**config.mk**
```make
export PLATFORM = sky130hd
export DESIGN_NAME = hazard_ctrl
export DESIGN_NICKNAME = d
export VERILOG_FILES = /design/src/rtl/hazard_ctrl.sv
export SDC_FILE = /design/constraint.sdc
export NUM_CORES = 1
export LEC_CHECK = 0
export BUFFER_PORTS_ARGS = -buffer_cell sky130_fd_sc_hd__buf_4
export CAP_MARGIN = 20
export CORE_MARGIN = 2
export CORE_UTILIZATION = 52
export DETAILED_ROUTE_END_ITERATION = 8
export PLACE_DENSITY = 0.89
export RECOVER_POWER = 25
export SYNTH_ARGS = -nofsm -noshare
export SYNTH_HDL_FRONTEND = slang
export SYNTH_SLANG_ARGS = --single-unit
```
**constraint.sdc**
```tcl
create_clock -name clk -period 4.3 [get_ports clk]
set_clock_uncertainty 0.15 [all_clocks]
set_input_delay 0.86 -clock clk [delete_from_list [all_inputs] [get_ports clk]]
set_output_delay 0.86 -clock clk [all_outputs]
set_load 0.02 [all_outputs]
```
**src/rtl/hazard_ctrl.sv**
```systemverilog
// hazard_ctrl -- pipeline hazard controller.
//
// Produces freeze/flush control for a five-stage pipeline. It handles three
// conditions, listed from highest to lowest priority:
//   1. Outstanding memory accesses. The controller sits in MEM_WAIT and holds
//      every pipeline register until mem_ready arrives.
//   2. Taken branches. IF/ID is cleared and a bubble goes into ID/EX for this
//      cycle and for one extra FLUSH cycle.
//   3. Read-after-write data hazards between ID and the later stages.
//      PC, IF/ID and ID/EX are frozen and a bubble goes into ID/EX.
//
// Configuration macro HAZARD_FORWARDING_EN:
//   defined   - forwarding paths exist, so only a load-use hazard against EX
//               stalls the pipeline.
//   undefined - no forwarding, so any pending write in EX or MEM to a source
//               register stalls the pipeline.
//
// Ports:
//   clk          single clock; all state updates on the rising edge
//   rst          synchronous, active-low reset
//   id_src1/2    source registers of the instruction in ID
//   id_two_src   the ID instruction also reads id_src2
//   exe_dest, exe_wb_en, exe_mem_r_en   ID/EX register fields
//   mem_dest, mem_wb_en                 EX/MEM register fields
//   mem_req      the MEM stage starts an access this cycle
//   mem_ready    memory completes the access this cycle
//   branch_taken EX resolves a taken branch
//   freeze       hold PC, IF/ID and ID/EX (combinational)
//   flush_if     clear IF/ID (combinational)
//   flush_id     bubble into ID/EX (combinational)
//   freeze_all   hold every pipeline register (combinational)
//   state        FSM state: 0 RUN, 1 MEM_WAIT, 2 FLUSH
//   stall_cnt    saturating count of cycles with freeze=1
//   err_timeout  sticky flag; set when a memory wait reaches MEM_TIMEOUT cycles
module hazard_ctrl #(
  parameter int MEM_TIMEOUT = 16
) (
  input  logic       clk,
  input  logic       rst,
  input  logic [3:0] id_src1,
  input  logic [3:0] id_src2,
  input  logic       id_two_src,
  input  logic [3:0] exe_dest,
  input  logic       exe_wb_en,
  input  logic       exe_mem_r_en,
  input  logic [3:0] mem_dest,
  input  logic       mem_wb_en,
  input  logic       mem_req,
  input  logic       mem_ready,
  input  logic       branch_taken,
  output logic       freeze,
  output logic       flush_if,
  output logic       flush_id,
  output logic       freeze_all,
  output logic [1:0] state,
  output logic [7:0] stall_cnt,
  output logic       err_timeout
);

  typedef enum logic [1:0] {
    ST_RUN      = 2'd0,
    ST_MEM_WAIT = 2'd1,
    ST_FLUSH    = 2'd2,
    ST_ILLEGAL  = 2'd3
  } state_t;

  // The wait counter only has to reach MEM_TIMEOUT-1. It then parks there,
  // so it never wraps and re-arms.
  localparam int              WCW       = $clog2(MEM_TIMEOUT) + 1;
  localparam logic [WCW-1:0]  WAIT_LAST = WCW'(MEM_TIMEOUT - 1);
  localparam logic [WCW-1:0]  WAIT_ONE  = WCW'(1);

  state_t         state_r;
  logic [WCW-1:0] wait_cnt_r;
  logic           err_r;
  logic [7:0]     stall_cnt_r;

  logic hazard_s;
  logic freeze_s;
  logic flush_if_s;
  logic flush_id_s;
  logic freeze_all_s;

  // True when the ID instruction reads register d.
  function automatic logic dest_hit(input logic [3:0] d, input logic [3:0] s1,
                                    input logic [3:0] s2, input logic two);
    return (s1 == d) | (two & (s2 == d));
  endfunction

`ifdef HAZARD_FORWARDING_EN
  // MEM-stage fields are not needed when forwarding covers them.
  logic unused_s;
  assign unused_s = ^{mem_dest, mem_wb_en};

  // With forwarding, only a load whose data is not yet available stalls.
  always_comb begin
    hazard_s = exe_mem_r_en & exe_wb_en &
               dest_hit(exe_dest, id_src1, id_src2, id_two_src);
  end
`else
  // Without forwarding, a load and an ALU op stall alike.
  logic unused_s;
  assign unused_s = exe_mem_r_en;

  // Without forwarding, any pending write in EX or MEM to a source stalls.
  always_comb begin
    hazard_s = (exe_wb_en & dest_hit(exe_dest, id_src1, id_src2, id_two_src)) |
               (mem_wb_en & dest_hit(mem_dest, id_src1, id_src2, id_two_src));
  end
`endif

  // Pipeline control decode. The memory wait dominates; then a branch flush
  // beats a data-hazard freeze, because the stalled instruction is squashed.
  always_comb begin
    freeze_s     = 1'b0;
    flush_if_s   = 1'b0;
    flush_id_s   = 1'b0;
    freeze_all_s = 1'b0;
    case (state_r)
      ST_RUN: begin
        if (branch_taken) begin
          flush_if_s = 1'b1;
          flush_id_s = 1'b1;
        end else if (hazard_s) begin
          freeze_s   = 1'b1;
          flush_id_s = 1'b1;
        end else begin
          freeze_s   = 1'b0;
        end
      end
      ST_MEM_WAIT: begin
        freeze_s     = 1'b1;
        freeze_all_s = 1'b1;
      end
      ST_FLUSH: begin
        flush_id_s   = 1'b1;
      end
      default: begin
        freeze_s     = 1'b0;
      end
    endcase
  end

  // Controller FSM, together with the memory-wait timeout bookkeeping.
  always_ff @(posedge clk) begin
    if (!rst) begin
      state_r    <= ST_RUN;
      wait_cnt_r <= '0;
      err_r      <= 1'b0;
    end else begin
      case (state_r)
        ST_RUN: begin
          if (mem_req && !mem_ready) begin
            state_r    <= ST_MEM_WAIT;
            wait_cnt_r <= '0;
          end else if (branch_taken) begin
            state_r    <= ST_FLUSH;
          end else begin
            state_r    <= ST_RUN;
          end
        end
        ST_MEM_WAIT: begin
          // A branch seen here is ignored: EX is held and re-presents it later.
          if (wait_cnt_r == WAIT_LAST) begin
            err_r      <= 1'b1;
          end else begin
            wait_cnt_r <= wait_cnt_r + WAIT_ONE;
          end
          if (mem_ready) begin
            state_r    <= ST_RUN;
          end else begin
            state_r    <= ST_MEM_WAIT;
          end
        end
        ST_FLUSH: begin
          state_r <= ST_RUN;
        end
        default: begin
          state_r <= ST_RUN;
        end
      endcase
    end
  end

  // Saturating count of frozen cycles.
  always_ff @(posedge clk) begin
    if (!rst) begin
      stall_cnt_r <= 8'd0;
    end else if (freeze_s && (stall_cnt_r != 8'hFF)) begin
      stall_cnt_r <= stall_cnt_r + 8'd1;
    end else begin
      stall_cnt_r <= stall_cnt_r;
    end
  end

  assign freeze      = freeze_s;
  assign flush_if    = flush_if_s;
  assign flush_id    = flush_id_s;
  assign freeze_all  = freeze_all_s;
  assign state       = state_r;
  assign stall_cnt   = stall_cnt_r;
  assign err_timeout = err_r;

endmodule

```
Word level (Yosys, flattened, before mapping):

Cells that the tools add are included.

* add/sub/neg operators: 2
* equal/unequal tests: 10
* mux-type cells: 15
* bitwise operators: 7
* reductions and logical operators: 7

Operators by type and width (number)
* $eq A4 B4 Y1: 4
* $mux W5: 2
* $pmux W5 S2: 1
* $add A8 B1 Y8 const B: 1
* $ne A8 B8 Y1 const B: 1
* $mux W1: 7
* $add A5 B1 Y5 const B: 1
* $eq A5 B4 Y1 const B: 1
* $and A1 B1 Y1: 4
* $mux W2: 2
* $ne A2 B2 Y1 const B: 2
* $pmux W1 S2: 2
* $pmux W2 S2: 1
* $or A1 B1 Y1: 3
* $reduce_and A3 Y1: 1
* $eq A2 B1 Y1 const B: 1
* $eq A2 B2 Y1 const B: 1
* $logic_and A1 B1 Y1: 2
* $logic_not A2 Y1: 1
* $reduce_and A2 Y1: 1
* $reduce_bool A2 Y1: 1
* $logic_not A1 Y1: 1

* register bits after elaboration: 16
* bits of input ports: 25

Logic depth before layout (Yosys ltp):

Gate-level depths: netlist (run 1).

* word-level depth: 9
* mapped depth: 9
* depth with buffers taken out: 8

Worst setup path after synthesis (run 1):

OpenSTA, ideal clock, no wires.

* kind: in2out
* start: in id_src2[1]
* end: out flush_id
* arrival: 2.010 ns
* slack: 1.280 ns
* stages: 5
* path buffers: 0
* cell sequence: nor2b_1 > a2111o_1 > o22ai_2 > nor3_1 > a21oi_1

* word-level cells in the longest chain between the ends: 8

RTL lines
* start, declared: line 41 `input logic [3:0] id_src2,`
* $eq A4 B4 Y1: line 87 `return (s1 == d) | (two & (s2 == d));`
* $and A1 B1 Y1: line 87
* $or A1 B1 Y1: line 87
* $and A1 B1 Y1 (on tied branches): line 107, 108
* $or A1 B1 Y1 *: line 107 `hazard_s = (exe_wb_en & dest_hit(exe_dest, id_src1, id_src2, id_two_src)) |`
* $mux W1 *: line 124 `end else if (hazard_s) begin`
* $mux W1 *: line 121 `if (branch_taken) begin`
* $pmux W1 S2 *: line 119 `case (state_r)`
* end, declared: line 53 `output logic flush_id,`

Mark *: on every way between the ends. The rest lies on a longest branch, timed or not.

Worst setup path in the final report (run 1):

Ends and elaborated chain as after synthesis.

==> summary.md, run 1 <==
| Metric | Value |
|---|---|
| Share of layout cells above drive strength 1 | `0.225` |
| CP peak stage delay | `slightly below 0.4 ns` |
| Fillers | `approximately 180` |
| Clk buf depth | `2` |
| CTS tree | `built` |
| Cell variety after synth | `28` |
| Total power | `a little over 0.3 mW` |
| Final net count | `between 150 and 200` |
| # clock sinks | `16` |
| Yosys warns | `0` |
| Part of the power in registers | `0.505` |
| Slew HR | `0.430` |
| Clock-pin slew on the worst setup and hold paths | `about 0.080 ns` |
| HPWL after detailed placement | `~2000 um` |
| Slowest cell on the critical path | `a2111o_1` |
| Vias | `around 1000` |
| Overall Global Routing Usage | `0.238` |
| CTS resizes | `0` |
| H-tree depth | `1` |
| Via density | `5.33` |
| Final Cycle Share | `0.730` |
| P_leak | `0.554 nW` |
| RSZ-0062 raised after global routing | `no` |
| Remaining DRCs | `0` |
| Hold-fix buffers at CTS | `0` |
| Area delta synth->final | `29.0%` |
| Min-Delay Path Class | `reg2reg` |
| Crit-path cells | `buf_4 > nor2b_1 > a2111o_1 > o22ai_2 > nor3_1 > a21oi_1 > buf_4` |
| Vert. Die Dim | `roughly 49 um` |
| Syn nets | `between 150 and 200` |
| Post-Route WL | `around 2600 um` |
| Sw frac | `0.279` |
| Fmax | `about 320 MHz` |
| Mean area per synthesized cell | `around 8.0 sq um` |
| Vias in the first global route | `1000` |
| FF+latch count, synth | `16` |
| Seq/Total Area, Yosys | `0.302` |
| Antenna viol nets, final | `0` |
| Global route overflow | `0` |
| Initial core utilization | `0.547` |
| Die width | `49.2 um` |
| Critical Path Most Common Cell | `buf_4` |
| Die Area | `about 0.0024 sq mm` |
| Placeable Area | `around 0.0019 sq mm` |
| Crit start category | `primary input` |
| Io pins | `40` |
| Initial antenna violation count | `0` |
| Cells after synthesis | `132` |
| N_diodes | `0` |
| Final setup vio count | `0` |
| Ys flop type | `dfxtp_1` |
| Port bufs | `38` |
| TritonRoute pass-1 iters | `4` |
| Post-synth ARST share | `0` |
| Combinational Power Share | `0.243` |
| Psw | `roughly 0.085 mW` |
| Peak VDD IR | `~0.17 mV` |
| Worst skew pair latency | `0.28 ns` |
| Critical path start-end classification | `in2out` |
| Crit end category | `primary output` |
| Largest net degree at the start of global routing | `24` |
| GPL Wtd Cong | `0.834` |
| Slew Limit Fails | `0` |
| Row cnt | `16` |
| PD cells | `approximately 220 mW/mm^2` |
| Mean routed wirelength per cell | `between 10 and 15 um` |
| Int Power | `roughly 0.22 mW` |
| Post-CTS setup buffer count | `0` |
| CTS root buffer | `clkbuf_4` |
| Setup TNS | `0 ns` |
| Global-route wire length before repair | `4450 um` |
| DRT iter0 DRCs | `23` |
| Post-Syn Area | `around 0.0011 sq mm` |
| Arr. time, crit path | `2.13 ns` |
| Count of final hold-check violations | `0` |
| Post-layout min period | `roughly 3.1 ns` |
| Crit-path max FO | `3` |
| Max_cap viols | `0` |
| Clk network pwr share | `0.252` |
| Status | `finished clean` |
| Post-synth EDFFs | `0` |
| TritonCTS Buffers | `3` |
| Worst Tran Pin Value | `0.854 ns` |
| WP data required | `approximately 3.3 ns` |
[final timing paths]
kind                                    from                          to  slack, ns  cells after the start
hold / removal     stall_cnt[5]$_SDFFE_PN0P_   stall_cnt[5]$_SDFFE_PN0P_       0.34                      2
setup reg to reg  wait_cnt_r[0]$_SDFFE_PN0P_  wait_cnt_r[3]$_SDFFE_PN0P_       2.26                      7
setup / recovery                  id_src2[1]                    flush_id       1.16                      7
hold reg to reg    stall_cnt[5]$_SDFFE_PN0P_   stall_cnt[5]$_SDFFE_PN0P_       0.34                      2
[sequential cells by signal, indices dropped and copies added, names as in the netlist]
signal       flops
wait_cnt_r       5
state            2
stall_cnt        8
err_timeout      1
[placed cells by master (no fill, tap or decap), types with 2 or more instances in the layout]
cell type  Yosys  layout
ha_1           3       3
a21oi_1       11      11
inv_1          5       5
buf_4          0      33
nor2_1         4       4
dfxtp_1       16      16
nand2b_1      12      12
nand2_1       18      18
nand3_1        4       4
o21ai_0        2       2
and3_1         3       3
clkbuf_1       4       5
mux2i_1        9       9
nor3b_1        2       2
nand4_1        4       4
nor3_1         3       3
a211oi_1       2       2
clkbuf_4       0       3
nor4_1         2       2
xnor2_1        8       8
xor2_1         6       6
nor2b_1        6       6
[cells by family (layout without fill, tap and decap cells)]
kind of cell / count (synthesis) / in the layout / synth area share
AO/OA/AOI/OAI: 20 / 20 / 0.125
XOR/XNOR: 14 / 14 / 0.115
multiplexers: 9 / 9 / 0.0848
buffers and inverters: 9 / 46 / 0.0318
AND/OR/NAND/NOR: 61 / 61 / 0.306
flip-flops: 16 / 16 / 0.302
adder cells (fa/ha/maj): 3 / 3 / 0.0353
[final cells by class]
class,instances,area (sq um),share of cell area
multi-input cells,107,708,0.517
flip-flops and latches,16,320,0.234
repair buffers,38,267,0.195
well taps,27,33.8,0.0247
clock buffers,3,22.5,0.0164
inverters,5,18.8,0.0137
[synth_stat cells (2+ instances only)]
| master | number | area, sq um |
|---|---|---|
| and3_1 | 3 | 18.8 |
| nand2b_1 | 12 | 75.1 |
| mux2i_1 | 9 | 90.1 |
| nor3b_1 | 2 | 15.0 |
| clkbuf_1 | 4 | 15.0 |
| nor2b_1 | 6 | 37.5 |
| nand2_1 | 18 | 67.6 |
| nor4_1 | 2 | 12.5 |
| inv_1 | 5 | 18.8 |
| nor3_1 | 3 | 15.0 |
| nor2_1 | 4 | 15.0 |
| o21ai_0 | 2 | 10.0 |
| nand4_1 | 4 | 25.0 |
| a21oi_1 | 11 | 55.1 |
| ha_1 | 3 | 37.5 |
| nand3_1 | 4 | 20.0 |
| dfxtp_1 | 16 | 320 |
| a211oi_1 | 2 | 15.0 |
| xor2_1 | 6 | 52.6 |
| xnor2_1 | 8 | 70.1 |
[power by group through the flow]
stage                     Sequential, mW  Clock (mW)  Combinational [mW]
after floorplan                    0.159           0              0.0376
after global placement             0.157           0              0.0721
after detailed placement           0.157           0              0.0745
after CTS                          0.153      0.0778              0.0749
after global routing               0.154      0.0841              0.0812
final                              0.153      0.0765              0.0740
[worst max-delay path: cells and delay by family]
family | cells | cell delay (ns)
buffers and inverters | 2 | 0.28
AND/OR/NAND/NOR | 2 | 0.23
AO/OA/AOI/OAI | 3 | 0.76
[through the flow]
| step | utilization | cell area (sq um) | cells | worst slack, ns | hold slack (ns) |
|---|---|---|---|---|---|
| after floorplan | - | 1060 | 132 | 1.28 | 0.304 |
| after global placement | 0.704 | 1370 | 193 | 1.19 | 0.314 |
| after detailed placement | 0.704 | 1370 | 193 | 1.19 | 0.330 |
| after CTS | 0.715 | 1390 | 196 | 1.18 | 0.344 |
| after global routing | 0.706 | 1370 | 196 | 1.07 | 0.375 |
| final | 0.706 | 1370 | 196 | 1.16 | 0.336 |
[routing by layer]
layer / up-vias / GRT usage / wire length, um
li1: 537 / - / -
met4: 0 / 0.0571 / 43
met5: - / 0 / 0
met1: 479 / 0.293 / 1110
met3: 4 / 0.0552 / 97
met2: 24 / 0.414 / 1330
(Power assumes the default switching activity.)
==> run 2, diff against run 1 <==
CORE_UTILIZATION = 43   (was 52)
PLACE_DENSITY = 0.79   (was 0.89)
clock period = 2.81 ns   (was 4.3 ns; I/O delays follow)
==> run 2 against run 1 <==
Against the previous run:
- register-to-register slack worse by 1.4 ns
- global-route usage is 5.7 points lower
- count of clock-buffer cells in the layout stayed put
- combinational power is 53% higher
- critical path depth stayed put
- design area is 0.55% higher
- flip-flop and latch count stayed put
- sequential power is 54% higher
- sequential share of layout area is 0.13 points lower
- die area is 19% higher
- first-iteration DRC count is 39% lower
- via count is 1.5% lower
==> summary.md, run 2 (synthesis results as in run 1) <==
| Metric | Value |
|---|---|
| Cell total after placement | `196 (+1.6%)` |
| Fmax | `roughly 390 MHz` |
| Finished Layout Cells | `199 (+1.5%)` |
| Mean routed wirelength per cell | `12.0 um (-9.1%)` |
| Final setup vio count | `0 (unchanged)` |
| H-tree depth | `1 (unchanged)` |
| Final Util | `0.572 (-0.134)` |
| Min-Delay Path Class | `in2reg` |
| Crit end category | `primary output` |
| Arr. time, crit path | `1.85 ns (-0.28 ns)` |
| Placeable Area | `0.00241 sq mm (+24%)` |
| Max_cap viols | `0 (unchanged)` |
| HPWL after detailed placement | `1930 um (-4.8%)` |
| Hold-fix buffers at CTS | `0 (unchanged)` |
| Worst skew pair latency | `0.29 ns (about the same)` |
| Peak VDD IR | `0.300 mV (+72%)` |
| Vias in the first global route | `945 (-5.5%)` |
| Global-route wire length before repair | `3840 um (-14%)` |
| Area delta synth->final | `29.7%` |
| PD cells | `340 mW/mm^2 (+53%)` |
| Die Area | `0.00288 sq mm (+19%)` |
| Initial core utilization | `0.441 (-0.106)` |
| Design area | `0.00138 sq mm (+0.55%)` |
| Clk buf depth | `2 (unchanged)` |
| P_leak | `0.557 nW (+0.54%)` |
| Antenna viol nets, final | `0 (unchanged)` |
| Hold WS | `0.286 ns (-0.0494 ns)` |
| Via density | `5.17 (-3.0%)` |
| N_diodes | `0 (unchanged)` |
| GPL Wtd Cong | `0.848 (+1.6%)` |
| TritonRoute pass-1 iters | `4 (unchanged)` |
| CTS tree | `built` |
| Count of final hold-check violations | `0 (unchanged)` |
| Total power | `0.468 mW (+54%)` |
| CTS root buffer | `clkbuf_4` |
| Final net count | `199 (unchanged)` |
| Remaining DRCs | `0 (unchanged)` |
| Pre-CTS setup slack | `0.260 ns (-0.929 ns)` |
| Post-CTS setup buffer count | `0 (unchanged)` |
| Die width | `53.7 um (+9.2%)` |
| Worst Tran Pin Value | `0.472 ns (-0.382 ns)` |
| DP Area | `0.00137 sq mm (+0.27%)` |
| TritonCTS Buffers | `3 (unchanged)` |
| Row cnt | `18 (+2)` |
| Global route overflow | `0 (unchanged)` |
| Port bufs | `38 (unchanged)` |
| Setup slack after layout | `0.250 ns (-0.910 ns)` |
| CTS resizes | `0 (unchanged)` |
| Post-layout min period | `~2.6 ns` |
| Slew Limit Fails | `0 (unchanged)` |
| Status | `finished clean` |
| Most frequent cells in the layout | `34 x buf_4, 18 x nand2_1, 16 x dfxtp_1` |
| DRT iter0 DRCs | `14 (-39%)` |
| Largest net degree at the start of global routing | `24 (unchanged)` |
| Post-Route WL | `2380 um (-7.7%)` |
| RSZ-0062 raised after global routing | `no` |
| Final Cycle Share | `0.911` |
| # clock sinks | `16 (unchanged)` |
| Vias | `1028 (-1.5%)` |
| Initial antenna violation count | `0 (unchanged)` |
| Share of layout cells above drive strength 1 | `0.231 (+0.00592)` |
| Setup TNS | `0 ns (unchanged)` |
| Largest register FFs | `8 (unchanged)` |
| Overall Global Routing Usage | `0.181 (-0.0571)` |
| Critical path start-end classification | `in2out` |
| Most common cell after layout, fill and taps aside | `buf_4` |
| Vert. Die Dim | `53.7 um (+9.2%)` |
| Crit start category | `primary input` |
| Slew HR | `0.682 (+0.252)` |
| Clock-pin slew on the worst setup and hold paths | `0.09 ns (about the same)` |
| Crit-path max FO | `3 (unchanged)` |
| Io pins | `40 (unchanged)` |
| WP data required | `2.10 ns (-1.19 ns)` |
run 2: cell count changes in the layout (fill, tap and decap cells not counted), sizes merged:
cell / change
clkbuf: -1
buf: +1
run 2: final cells by class:
type | count | area (sq um)
timing repair buffer | 38 | 270
sequential | 16 | 320
clock buffer | 3 | 22.5
fill | 226 | 1030
inverter | 5 | 18.8
multi-input combinational | 107 | 708
tap | 30 | 37.5
run 2: final timing paths:
check / depth (start not counted) / slack (ns) / start / end
max: 7 / 0.25 / id_src2[1] / flush_id
max reg2reg: 7 / 0.82 / wait_cnt_r[0]$_SDFFE_PN0P_ / wait_cnt_r[3]$_SDFFE_PN0P_
min reg2reg: 2 / 0.34 / wait_cnt_r[3]$_SDFFE_PN0P_ / wait_cnt_r[3]$_SDFFE_PN0P_
min: 2 / 0.29 / mem_ready / state[0]$_SDFF_PN0_
run 2: per-layer routing:
layer	vias to the layer above	global-route usage	wire, um
met5	-	0	0
met4	0	0.0513	10
met3	3	0.0500	136
met2	26	0.309	1180
met1	464	0.219	1060
li1	535	-	-
run 2: worst max-delay path: stages:
cell,delay (ns)
buf_4,0.12
nor2b_1,0.12
a2111o_1,0.39
o22ai_2,0.20
nor3_1,0.11
a21oi_1,0.18
buf_4,0.16
run 2: where the power goes:
part	total [mW]	switching, mW	internal [mW]
sequential	0.235	0.00496	0.230
combinational	0.113	0.0568	0.0566
clock	0.120	0.0702	0.0498
total	0.468	0.132	0.336
